File: config.mk
export PLATFORM = sky130hd
export DESIGN_NAME = temp_cmd_gen
export DESIGN_NICKNAME = d
export VERILOG_FILES = /design/src/rtl/temp_cmd_gen.sv
export SDC_FILE = /design/constraint.sdc
export NUM_CORES = 1
export LEC_CHECK = 0
export BUFFER_PORTS_ARGS = -buffer_cell sky130_fd_sc_hd__buf_2
export CAP_MARGIN = 10
export CORE_MARGIN = 1
export CORE_UTILIZATION = 35
export DETAILED_ROUTE_END_ITERATION = 7
export GPL_ROUTABILITY_DRIVEN = 0
export PLACE_DENSITY = 0.59
export SLEW_MARGIN = 30
export SYNTH_ARGS = -nofsm -noshare
export SYNTH_HDL_FRONTEND = slang
export SYNTH_SLANG_ARGS = --single-unit
File: constraint.sdc
create_clock -name clk -period 2.4 [get_ports clk]
set_input_delay 0.36 -clock clk [delete_from_list [all_inputs] [get_ports clk]]
set_output_delay 0.36 -clock clk [all_outputs]
set_load 0.005 [all_outputs]
File: src/rtl/temp_cmd_gen.sv
// Pushbutton front end for the temperature range counter: synchronizes and debounces
// up/down/load buttons, then issues single-cycle commands with hold-to-repeat on up/down.
module temp_cmd_gen #(
  parameter int DB_CYCLES     = 500000,
  parameter int REPEAT_DELAY  = 25000000,
  parameter int REPEAT_PERIOD = 5000000
) (
  input  logic       clk,
  input  logic       rst,
  input  logic       btn_up,
  input  logic       btn_dn,
  input  logic       btn_ld,
  input  logic [3:0] temp,
  output logic       cup,
  output logic       cdown,
  output logic       load,
  output logic       rpt_active
);

  localparam int DB_W    = (DB_CYCLES > 1) ? $clog2(DB_CYCLES) : 1;
  localparam int TMR_MAX = (REPEAT_DELAY > REPEAT_PERIOD) ? REPEAT_DELAY : REPEAT_PERIOD;
  localparam int TMR_W   = (TMR_MAX > 1) ? $clog2(TMR_MAX) : 1;

  // Bit order in the button vectors: [0]=up, [1]=down, [2]=load.
  localparam int B_UP = 0;
  localparam int B_DN = 1;
  localparam int B_LD = 2;

  typedef enum logic [1:0] {
    S_IDLE   = 2'd0,
    S_DELAY  = 2'd1,
    S_REPEAT = 2'd2
  } state_t;

  logic [2:0]      w_btn_raw;
  logic [2:0]      r_sync1;
  logic [2:0]      r_sync2;
  logic [2:0]      r_db;
  logic [2:0]      r_db_q;
  logic [DB_W-1:0] r_db_cnt [3];
  logic [2:0]      w_rise;

  state_t          r_state;
  state_t          w_state_nxt;
  logic            r_dir_dn;
  logic            w_dir_nxt;
  logic [TMR_W-1:0] r_tmr;
  logic [TMR_W-1:0] w_tmr_nxt;
  logic            w_pulse;
  logic            w_conflict;
  logic            w_held;

  logic            w_cup_nxt;
  logic            w_cdown_nxt;
  logic            w_load_nxt;
  logic            w_rpt_nxt;

  assign w_btn_raw  = {btn_ld, btn_dn, btn_up};
  assign w_rise     = r_db & ~r_db_q;
  assign w_conflict = r_db[B_UP] & r_db[B_DN];
  assign w_held     = r_dir_dn ? r_db[B_DN] : r_db[B_UP];

  // Synchronizers and per-button debounce counters
  always_ff @(posedge clk) begin
    if (rst) begin
      r_sync1 <= '0;
      r_sync2 <= '0;
      r_db    <= '0;
      r_db_q  <= '0;
      for (int i = 0; i < 3; i++) r_db_cnt[i] <= '0;
    end else begin
      r_sync1 <= w_btn_raw;
      r_sync2 <= r_sync1;
      r_db_q  <= r_db;
      for (int i = 0; i < 3; i++) begin
        if (r_sync2[i] == r_db[i]) begin
          r_db_cnt[i] <= '0;
        end else if (r_db_cnt[i] == DB_W'(DB_CYCLES - 1)) begin
          r_db[i]     <= ~r_db[i];
          r_db_cnt[i] <= '0;
        end else begin
          r_db_cnt[i] <= r_db_cnt[i] + DB_W'(1);
        end
      end
    end
  end

  // State register and registered outputs
  always_ff @(posedge clk) begin
    if (rst) begin
      r_state    <= S_IDLE;
      r_dir_dn   <= 1'b0;
      r_tmr      <= '0;
      cup        <= 1'b0;
      cdown      <= 1'b0;
      load       <= 1'b0;
      rpt_active <= 1'b0;
    end else begin
      r_state    <= w_state_nxt;
      r_dir_dn   <= w_dir_nxt;
      r_tmr      <= w_tmr_nxt;
      cup        <= w_cup_nxt;
      cdown      <= w_cdown_nxt;
      load       <= w_load_nxt;
      rpt_active <= w_rpt_nxt;
    end
  end

  // Next-state logic; w_pulse marks a transition that issues a command
  always_comb begin
    w_state_nxt = r_state;
    w_dir_nxt   = r_dir_dn;
    w_tmr_nxt   = r_tmr;
    w_pulse     = 1'b0;
    case (r_state)
      S_IDLE: begin
        if (!w_conflict && (w_rise[B_UP] || w_rise[B_DN])) begin
          w_state_nxt = S_DELAY;
          w_dir_nxt   = w_rise[B_DN];
          w_tmr_nxt   = '0;
          w_pulse     = 1'b1;
        end
      end
      S_DELAY: begin
        if (w_conflict || !w_held) begin
          w_state_nxt = S_IDLE;
          w_tmr_nxt   = '0;
        end else if (r_tmr == TMR_W'(REPEAT_DELAY - 1)) begin
          w_state_nxt = S_REPEAT;
          w_tmr_nxt   = '0;
          w_pulse     = 1'b1;
        end else begin
          w_tmr_nxt = r_tmr + TMR_W'(1);
        end
      end
      S_REPEAT: begin
        if (w_conflict || !w_held) begin
          w_state_nxt = S_IDLE;
          w_tmr_nxt   = '0;
        end else if (r_tmr == TMR_W'(REPEAT_PERIOD - 1)) begin
          w_tmr_nxt = '0;
          w_pulse   = 1'b1;
        end else begin
          w_tmr_nxt = r_tmr + TMR_W'(1);
        end
      end
      default: begin
        w_state_nxt = S_IDLE;
        w_tmr_nxt   = '0;
      end
    endcase
  end

  // Load wins over a same-cycle up/down pulse, which is simply lost; saturation only masks the command
  always_comb begin
    w_load_nxt  = w_rise[B_LD];
    w_cup_nxt   = w_pulse & ~w_dir_nxt & ~w_load_nxt & (temp != 4'hF);
    w_cdown_nxt = w_pulse &  w_dir_nxt & ~w_load_nxt & (temp != 4'h0);
    w_rpt_nxt   = (w_state_nxt == S_REPEAT);
  end

endmodule
**Yosys cells after proc, flatten, opt, wreduce, memory -nomap -nowiden**

Memory sizes are Yosys's and may differ from the RTL's.
Index checks and enable logic that the tools add are counted.

- Bits in registers: 44
- Bits in writable memories: 57
- Input port bits: 9
- Output and inout bits: 4
- Logic and storage cells: 131
- Memories: 1

Memories:

| memory | words | width | read ports | clocked after Yosys merged registers in | write ports | line | source |
|---|---|---|---|---|---|---|---|
| r_db_cnt | 3 | 19 | 3 | 0 | 3 | 40 | `logic [DB_W-1:0] r_db_cnt [3];` |

- Add/subtract/negate cells: 4
- Equality and inequality tests: 13
- Muxes and demuxes: 64
- Bitwise operators: 26
- Reduce and logical (&&, ||, !) cells: 10

Operator list:

| kind | count |
|---|---|
| $mux W19 | 9 |
| $mux W25 | 5 |
| $pmux W25 S3 | 1 |
| $add A19 B1 Y19 const B | 3 |
| $eq A19 B19 Y1 const B | 3 |
| $mux W1 | 43 |
| $add A25 B1 Y25 const B | 1 |
| $eq A25 B23 Y1 const B | 1 |
| $eq A25 B25 Y1 const B | 1 |
| $or A1 B1 Y1 | 9 |
| $mux W2 | 4 |
| $not A1 Y1 | 8 |
| $and A1 B1 Y1 | 7 |
| $pmux W2 S3 | 1 |
| $reduce_and A2 Y1 | 3 |
| $eq A2 B2 Y1 const B | 2 |
| $ne A4 B4 Y1 const B | 1 |
| $reduce_bool A4 Y1 | 1 |
| $and A3 B3 Y3 | 1 |
| $eq A1 B1 Y1 | 3 |
| $not A3 Y3 | 1 |
| $pmux W1 S3 | 1 |
| $eq A2 B1 Y1 const B | 1 |
| $logic_not A1 Y1 | 2 |
| other kinds (4) | 5 |

**Logic depth before layout (Yosys ltp)**

Gate-level depths: netlist (run 1).

- Depth in word-level cells: 10
- Depth in mapped cells: 7
- Depth with buffers taken out: 6

**Worst setup path after synthesis (run 1)**

No wires, ideal clock.

- Path kind: reg2reg
- Start point: memory r_db_cnt[0][0] in the netlist's numbering
- End point: memory r_db_cnt[0][16] in the netlist's numbering (data pin)
- Setup time: 257 ps
- Data arrival time: 1692 ps
- Required time: 2143 ps
- Path slack: 452 ps
- Stages on the path, launching flop included: 7
- Buffers on the path: 0
- Clock period less this slack: 1948 ps
- Cell sequence: edfxtp_1 > ha_1 > nand4_1 > or4_1 > nor3_1 > xnor2_1 > nor2_1

RTL lines:

| what | line |
|---|---|
| start: declaration | 40 |

**Worst setup path after layout (run 1)**

- Start point: register r_tmr[0]
- End point: register r_tmr[18]

- Cells in the longest elaborated chain, start to end: 4
- Elaborated cells on any way between the ends: 8
- Classes of those cells: 1 x add/sub; 2 x eq/ne; 5 x mux

Ends and longest elaborated chain:

| what | line | source |
|---|---|---|
| start: declaration | 47 | `logic [TMR_W-1:0] r_tmr;` |
| start signal: assignment | 101 | `r_tmr <= w_tmr_nxt;` |
| $add A25 B1 Y25 (tied with other cells) | 133, 144 |  |
| $mux W25 (on tied branches) | 140, 128 |  |
| $mux W25 (on tied branches) | 137, 125 |  |
| $pmux W25 S3 * | 115 | `case (r_state)` |

Mark *: on every way between the ends. The rest lies on a longest branch, timed or not.
A chain may end at the register's enable or synchronous reset.

==> flow_summary.yaml, run 1 <==
clock_tree:
  maximum_root_to_sink_buffer_count: 2
  clock_pin_slew_of_the_registers_on_the_worst_case_setup_and_hold_paths_ns: 0.07
  number_of_buffers_inserted_during_clock_tree_synthesis: 9
  cts_tree: "yes"
  clkLatencyLatePin_ns: 0.35
  cts_hold_buffers: 0
  ctsRootBufferMaster: "clkbuf_16"
  clock_sink_count: 101
  cts_setup_buffers: 0
  cts_htree_levels: 3
pwr:
  ir_worst_vdd_mv: 0.3959
  power.density_nw_per_um2: 593.7
  cellLeakagePower_nw: 2.044
timing:
  totalNegativeSetupSlack_ns: 0
  final.min_clock_period_ns: 2.126
  report.final.setup_viol: 0
  hold_viol: 0
  clock-skew-final_ns: 0.005164
  fmaxAchievable_mhz: 470.4
  final_max_slew_viol_count: 0
  worst_slew_pin_slew_ns: 0.5466
  final_min_period_over_clock_period_pct: 88.58
  timing.slew.headroom_pct: 63.28
  rsz0062_at_grt: "no"
detailed_routing:
  drt_iter0_drc: 226
  drc: 0
  drt_pre_antenna_iters: 4
  route.detailed.vias_per_inst: 4.666
  antenna_violating_nets_post_route: 0
  detailroute.via_count: 3635
  wire_length_per_cell_um: 11.54
  total_wirelength_um: 8990
layout:
  nFillCells: 1447
  area_growth_syn_to_layout_pct: 14.82
  multi_input_comb_area_um2: 2683
  n_antenna_cell: 0
  post_route_cells_drive_above_1_share_pct: 10.08
  final_core_utilization_pct: 41.28
  num-nets-final: 607
  seq_area_um2: 2592
hold_path:
  hold_path.class: "in -> reg"
  hold-path-cell-count: 2
  hold_path_end: "r_sync1[0]$_SDFF_PP0_"
  startpoint_of_the_most_critical_hold_path: "btn_up"
setup_path:
  worstPathBufferInverterCount: 0
  critPathTopFamily: "simple AND/OR/NAND/NOR gates"
  timing.critical_path.cells: "ha_1 > nand4_1 > nor4_4 > a211o_1 > a31o_4 > nor2_1"
  cp_slowest_cell: "nor4_4"
  r2r_start: "r_tmr[0]$_SDFFE_PP0P_"
  worst_setup_path_startpoint: "r_tmr[0]$_SDFFE_PP0P_"
  critical_path.max_stage_delay_ns: 0.46
  critical_path_peak_fanout: 22
  critical_register_to_register_path_endpoint: "r_tmr[18]$_SDFFE_PP0P_"
  reg2regPathDepth: 6
  setup.reg_to_reg.worst_slack_ns: 0.27
  data_arrival_at_the_endpoint_of_the_critical_path_ns: 2.36
  crit_type: "reg -> reg"
  worst_ep_required_time_ns: 2.63
  timing.critical_path.from_type: "flop"
  crit_end_element: "flop"
run:
  max_cap_viol: 0
place:
  dp_hpwl_um: 6453
  place.port_buffers: 12
global_route:
  track_usage_pct: 12.59
  wire_length_of_the_first_global_routing_pass_um: 15260
  global_route.overflow_total: 0
  grt_antenna_before_repair: 0
  first_global_vias: 3473
  grt_start_max_net_pins: 26
yosys:
  synth-seq-cells: 101
  postSynthAreaPerCell_um2: 10.09
  yosys.cell_types.count: 55
  most_common_flop_cell_mapped_by_yosys: "edfxtp_1"
  synth_edf_count: 57
  yosys_warnings: 0
  seq_area_frac_synth_pct: 49.62
  netlist_area_um2: 5225
  ys_async_sr_fraction_pct: 0
  synthesized_instance_count: 518
floorplan:
  die_outline_height_um: 124.2
  placementRows: 44
  design.die.area_um2: 15420
  floorplan_core_area_um2: 14530
  die_w_um: 124.2
  top_level_ports: 13
  initial_utilization_pct: 35.95
run_status:
  status: "finished clean"
[worst max-delay path by stage]
| stage | endpoint | cells past startpoint |
|---|---|---|
| floorplan | r_db_cnt[0][16]$_SDFFCE_PN0P_ | 6 |
| global placement | r_tmr[16]$_SDFFE_PP0P_ | 6 |
| detailed placement | r_tmr[22]$_SDFFE_PP0P_ | 6 |
| CTS | r_tmr[18]$_SDFFE_PP0P_ | 6 |
| global route | r_tmr[16]$_SDFFE_PP0P_ | 6 |
| finish | r_tmr[18]$_SDFFE_PP0P_ | 6 |
[synthesized netlist by cell type, types with 4 or more instances]
| cell | count | area [µm²] |
|---|---|---|
| nor2_1 | 92 | 345.3 |
| nor2_2 | 10 | 62.56 |
| edfxtp_1 | 57 | 1712 |
| ha_1 | 8 | 100.1 |
| nor3_1 | 14 | 70.07 |
| nor4_1 | 11 | 68.82 |
| nand4_1 | 21 | 131.4 |
| buf_6 | 4 | 45.04 |
| o21ai_0 | 4 | 20.02 |
| a21oi_1 | 5 | 25.02 |
| buf_2 | 9 | 45.04 |
| or3_1 | 5 | 31.28 |
| xor2_1 | 38 | 332.8 |
| nand3_1 | 33 | 165.2 |
| and3_1 | 7 | 43.79 |
| dfxtp_1 | 44 | 880.8 |
| nor2b_1 | 8 | 50.05 |
| inv_1 | 15 | 56.30 |
| nand2_1 | 38 | 142.6 |
| xnor2_1 | 38 | 332.8 |
| and4_1 | 4 | 35.03 |
[sequential cells by signal (all words and copies together) (netlist names)]
register,flops
r_sync2,3
r_tmr,25
r_db_q,3
r_sync1,3
r_db,3
load,1
cdown,1
rpt_active,1
cup,1
r_db_cnt,57
r_dir_dn,1
r_state,2
[worst register-to-register path: stages (launching register included)]
cell and delay [ns]:
dfxtp_1 0.39, ha_1 0.24, nand4_1 0.22, nor4_4 0.47, a211o_1 0.23, a31o_4 0.37, nor2_1 0.09
[where the power goes]
part	switching, mW	internal [mW]	leakage [nW]
Combinational	0.0669	0.0465	0.952
Sequential	0.0476	1.87	0.944
Clock	0.652	0.877	0.149
Total	0.766	2.80	2.04
[area by class of cell]
class	count	share of cell area, %
Clock buffer	12	4.296
Clock inverter	4	0.8759
Multi-Input combinational cell	442	44.71
Tap cell	184	3.837
Sequential cell	101	43.21
Timing Repair Buffer	21	2.127
Inverter	15	0.9385
[layer usage]
layer	global-route usage [%]	up-vias	routed length (µm)
met5	0	-	0
met4	6.920	0	204
met3	2.518	14	227
met2	19.44	37	4057
met1	16.43	1673	4501
li1	-	1911	-
[cells in the final DEF (no fill, tap or decap), types with 9 or more instances in the layout]
master / n
edfxtp_1: 57
nand4_1: 21
nor2_1: 92
buf_2: 12
inv_1: 15
nor3_1: 14
nor2_2: 10
clkbuf_16: 10
conb_1: 57
nand2_1: 38
dfxtp_1: 44
xnor2_1: 38
xor2_1: 38
nand3_1: 33
buf_4: 9
nor4_1: 11
[through the flow]
step | instance area, µm² | hold WS [ns] | instances | setup WS (ns) | power (mW)
2_1_floorplan | 5435 | 0.3859 | 574 | 0.4517 | 2.040
3_3_place_gp | 5680 | 0.4064 | 763 | 0.2345 | 2.067
3_5_place_dp | 5680 | 0.4070 | 763 | 0.1720 | 2.070
4_1_cts | 5991 | 0.2006 | 779 | 0.1654 | 3.609
5_1_grt | 6000 | 0.2122 | 779 | 0.07183 | 3.700
6_report | 6000 | 0.2108 | 779 | 0.2741 | 3.562
[logic make-up (layout without fill, tap and decap cells)]
family / count (synthesis) / after routing / synth area share [%]
compound gates: 25 / 25 / 4.263
xor+xnor: 76 / 76 / 12.74
fa+ha+maj: 8 / 8 / 1.916
buf+inv: 31 / 52 / 3.233
flops: 101 / 101 / 49.62
mux: 3 / 3 / 0.5747
other cells: 1 / 57 / 0.07177
simple gates: 273 / 273 / 27.59
[repair_timing]
action / CTS / global route
endpoints found under the hold margin: 0 / 0
endpoints found under the setup margin: 0 / 21
resized for setup: 0 / 1
(Power assumes the default switching activity.)
==> run 2, diff against run 1 <==
- ABC_AREA: not set -> 1
- CORE_UTILIZATION: 35 -> 34
- PLACE_DENSITY: 0.59 -> 0.58
- SLEW_MARGIN: 30 -> not set
==> flow_summary.yaml, run 2 <==
run_status:
  status: "finished clean"
yosys:
  yosys.area.top_type: "edfxtp_1"
  synthTopCellsByArea: "edfxtp_1, dfxtp_1, nand2_1"
  yosys_warnings: 0
  postSynthAreaPerCell_um2: 7.768
  ys_async_sr_fraction_pct: 0
  synth_edf_count: 57
  post-synth-top-area-fraction_pct: 30.39
  cell_with_the_most_instances_after_synthesis: "nand2_1"
  yosys.cell_types.count: 40
  most_common_flop_cell_mapped_by_yosys: "edfxtp_1"
  synthesized_instance_count: 725
  synth_common_cells: "nand2_1, nor2_1, inv_1, edfxtp_1, nand3_1"
  seq_area_frac_synth_pct: 46.03
  synth-seq-cells: 101
  netlist_area_um2: 5632
layout:
  num-nets-final: 818
  n_antenna_cell: 0
  seq_area_um2: 2592
  registers.top_by_ff_count: "r_db_cnt"
  largest_register_ff_count: 57
  nFillCells: 1712
  layout_common_cells: "nand2_1, nor2_1, inv_1"
  biggestRegsByFlops: "r_db_cnt: 57 flops, r_tmr: 25 flops"
  area_growth_syn_to_layout_pct: 15.02
  most_common_library_cell_in_the_layout_ignoring_fill_and_taps: "nand2_1"
  multi_input_comb_area_um2: 2768
  post_route_cells_drive_above_1_share_pct: 9.181
global_route:
  track_usage_pct: 14.32
  first_global_vias: 4126
  global_route.overflow_total: 0
  wire_length_of_the_first_global_routing_pass_um: 18950
  grt_antenna_before_repair: 0
  grt_start_max_net_pins: 19
setup_path:
  worst_ep_required_time_ns: 2.50
  crit_type: "reg -> reg"
  reg2regPathDepth: 9
  timing.critical_path.cells: "ha_1 > nand3_1 > nor4_1 > nand2_1 > nor2_1 > nor2_1 > inv_1 > buf_4 > nor3_1"
  critical_path.max_stage_delay_ns: 0.37
  r2r_start: "r_db_cnt[0][0]$_SDFFCE_PN0P_"
  data_arrival_at_the_endpoint_of_the_critical_path_ns: 2.07
  worstPathBufferInverterCount: 2
  critical_path_cell_count: 9
  cp_slowest_cell: "edfxtp_1"
  setup.reg_to_reg.worst_slack_ns: 0.44
  critical_register_to_register_path_endpoint: "r_db_cnt[0][8]$_SDFFCE_PN0P_"
  critical_path_s_most_frequent_cell: "nor2_1"
  crit_end_element: "flop"
  timing.critical_path.from_type: "flop"
  critical_path_peak_fanout: 8
  critPathTopFamily: "simple AND/OR/NAND/NOR gates"
timing:
  report.final.setup_viol: 0
  worst_slew_pin_slew_ns: 0.4962
  rsz0062_at_grt: "no"
  final_min_period_over_clock_period_pct: 81.69
  clock-skew-final_ns: 0.007020
  fin_ws_ns: 0.4394
  final_max_slew_viol_count: 0
  fmaxAchievable_mhz: 510.0
  timing.slew.headroom_pct: 66.67
  hold_viol: 0
  totalNegativeSetupSlack_ns: 0
  final.min_clock_period_ns: 1.961
clock_tree:
  cts_tree: "yes"
  ctsRootBufferMaster: "clkbuf_16"
  clock_pin_slew_of_the_registers_on_the_worst_case_setup_and_hold_paths_ns: 0.07
  cts_htree_levels: 3
  cts_repair_resize_count: 0
  clkLatencyLatePin_ns: 0.36
  cts_setup_buffers: 0
  number_of_buffers_inserted_during_clock_tree_synthesis: 9
  maximum_root_to_sink_buffer_count: 2
  cts_hold_buffers: 0
  clock_sink_count: 101
floorplan:
  top_level_ports: 13
  initial_utilization_pct: 35.20
  die_outline_height_um: 130.7
  floorplan_core_area_um2: 16000
  die_w_um: 130.7
  design.die.area_um2: 17080
  placementRows: 46
detailed_routing:
  total_wirelength_um: 11240
  antenna_violating_nets_post_route: 0
  drt_iter0_drc: 315
  drt_pre_antenna_iters: 4
  detailroute.via_count: 4582
  drc: 0
  wire_length_per_cell_um: 11.00
  route.detailed.vias_per_inst: 4.483
hold_path:
  hold-path-cell-count: 3
  hold_path_end: "r_sync1[1]$_SDFF_PP0_"
  startpoint_of_the_most_critical_hold_path: "btn_dn"
  hold_path.class: "in -> reg"
pwr:
  fin_total_pwr_mw: 3.618
  ir_worst_vdd_mv: 0.3281
  power.density_nw_per_um2: 558.5
  cellLeakagePower_nw: 2.629
place:
  dp_hpwl_um: 8503
  pre_cts_slack_ns: 0.4163
  place.port_buffers: 12
run:
  max_cap_viol: 0
-- run 2: changes by cell type after synthesis, moves of 7 or more --
cell / before / now
xor2_1: 38 / 28
inv_1: 15 / 109
a21oi_1: 5 / 20
nor3_1: 14 / 28
nor2b_1: 8 / 0
xnor2_1: 38 / 5
nand3_1: 33 / 47
nor2_1: 92 / 118
nand2_1: 38 / 138
nor2_2: 10 / 21
o21ai_0: 4 / 12
nand2_2: 0 / 7
-- run 2: how the worst max path moves through the flow --
stage	startpoint	end
final	r_db_cnt[0][0]$_SDFFCE_PN0P_	r_db_cnt[0][8]$_SDFFCE_PN0P_
after global routing	r_db_cnt[0][0]$_SDFFCE_PN0P_	r_db_cnt[0][8]$_SDFFCE_PN0P_
after CTS	r_db_cnt[0][0]$_SDFFCE_PN0P_	r_db_cnt[0][8]$_SDFFCE_PN0P_
after detailed placement	r_db_cnt[0][0]$_SDFFCE_PN0P_	r_db_cnt[0][14]$_SDFFCE_PN0P_
after global placement	r_db_cnt[0][0]$_SDFFCE_PN0P_	r_db_cnt[0][10]$_SDFFCE_PN0P_
after floorplan	r_db_cnt[0][0]$_SDFFCE_PN0P_	r_db_cnt[0][13]$_SDFFCE_PN0P_
-- run 2: through the flow --
step / instance area, µm² / hold slack, ns / util [%] / cells
floorplan: 5842 / 0.3883 / - / 781
global placement: 6156 / 0.3901 / 38.47 / 1006
detailed placement: 6156 / 0.3946 / 38.47 / 1006
CTS: 6477 / 0.1954 / 40.48 / 1022
global route: 6477 / 0.2185 / 40.48 / 1022
finish: 6477 / 0.2122 / 40.48 / 1022
-- run 2: cells by family after synthesis --
family          after synthesis  synth area share [%]
buf+inv                     120                 8.553
simple gates                419                 34.08
mux                           1                0.1777
flops                       101                 46.03
xor+xnor                     33                 5.132
compound gates               42                 4.177
other cells                   1               0.06659
fa+ha+maj                     8                 1.777
-- run 2: metal layers --
metal / GRT usage, % / vias up / share of wire [%]
li1: - / 2451 / -
met1: 18.63 / 2039 / 50
met2: 22.75 / 81 / 44
met3: 4.357 / 11 / 4.3
met4: 4.462 / 0 / 1.2
met5: 0 / - / 0
-- run 2: where the power goes --
group,switching (mW),total (mW),internal (mW)
Sequential,0.0425,1.91,1.87
Combinational,0.0862,0.126,0.0399
Clock,0.651,1.58,0.927
Total,0.779,3.62,2.84
-- run 2: cell type report --
| class | instances | area share [%] |
|---|---|---|
| inverters | 110 | 6.374 |
| clock buffers | 13 | 4.346 |
| clock inverters | 3 | 0.6181 |
| flip-flops and latches | 101 | 40.02 |
| multi-input cells | 560 | 42.73 |
| well taps | 216 | 4.172 |
| repair buffers | 19 | 1.738 |
-- run 2: tightest hold or removal path: cells and delay by family --
family / cells / cell delay, ns
and+or+nand+nor: 1 / 0.03
buffers and inverters: 2 / 0.13
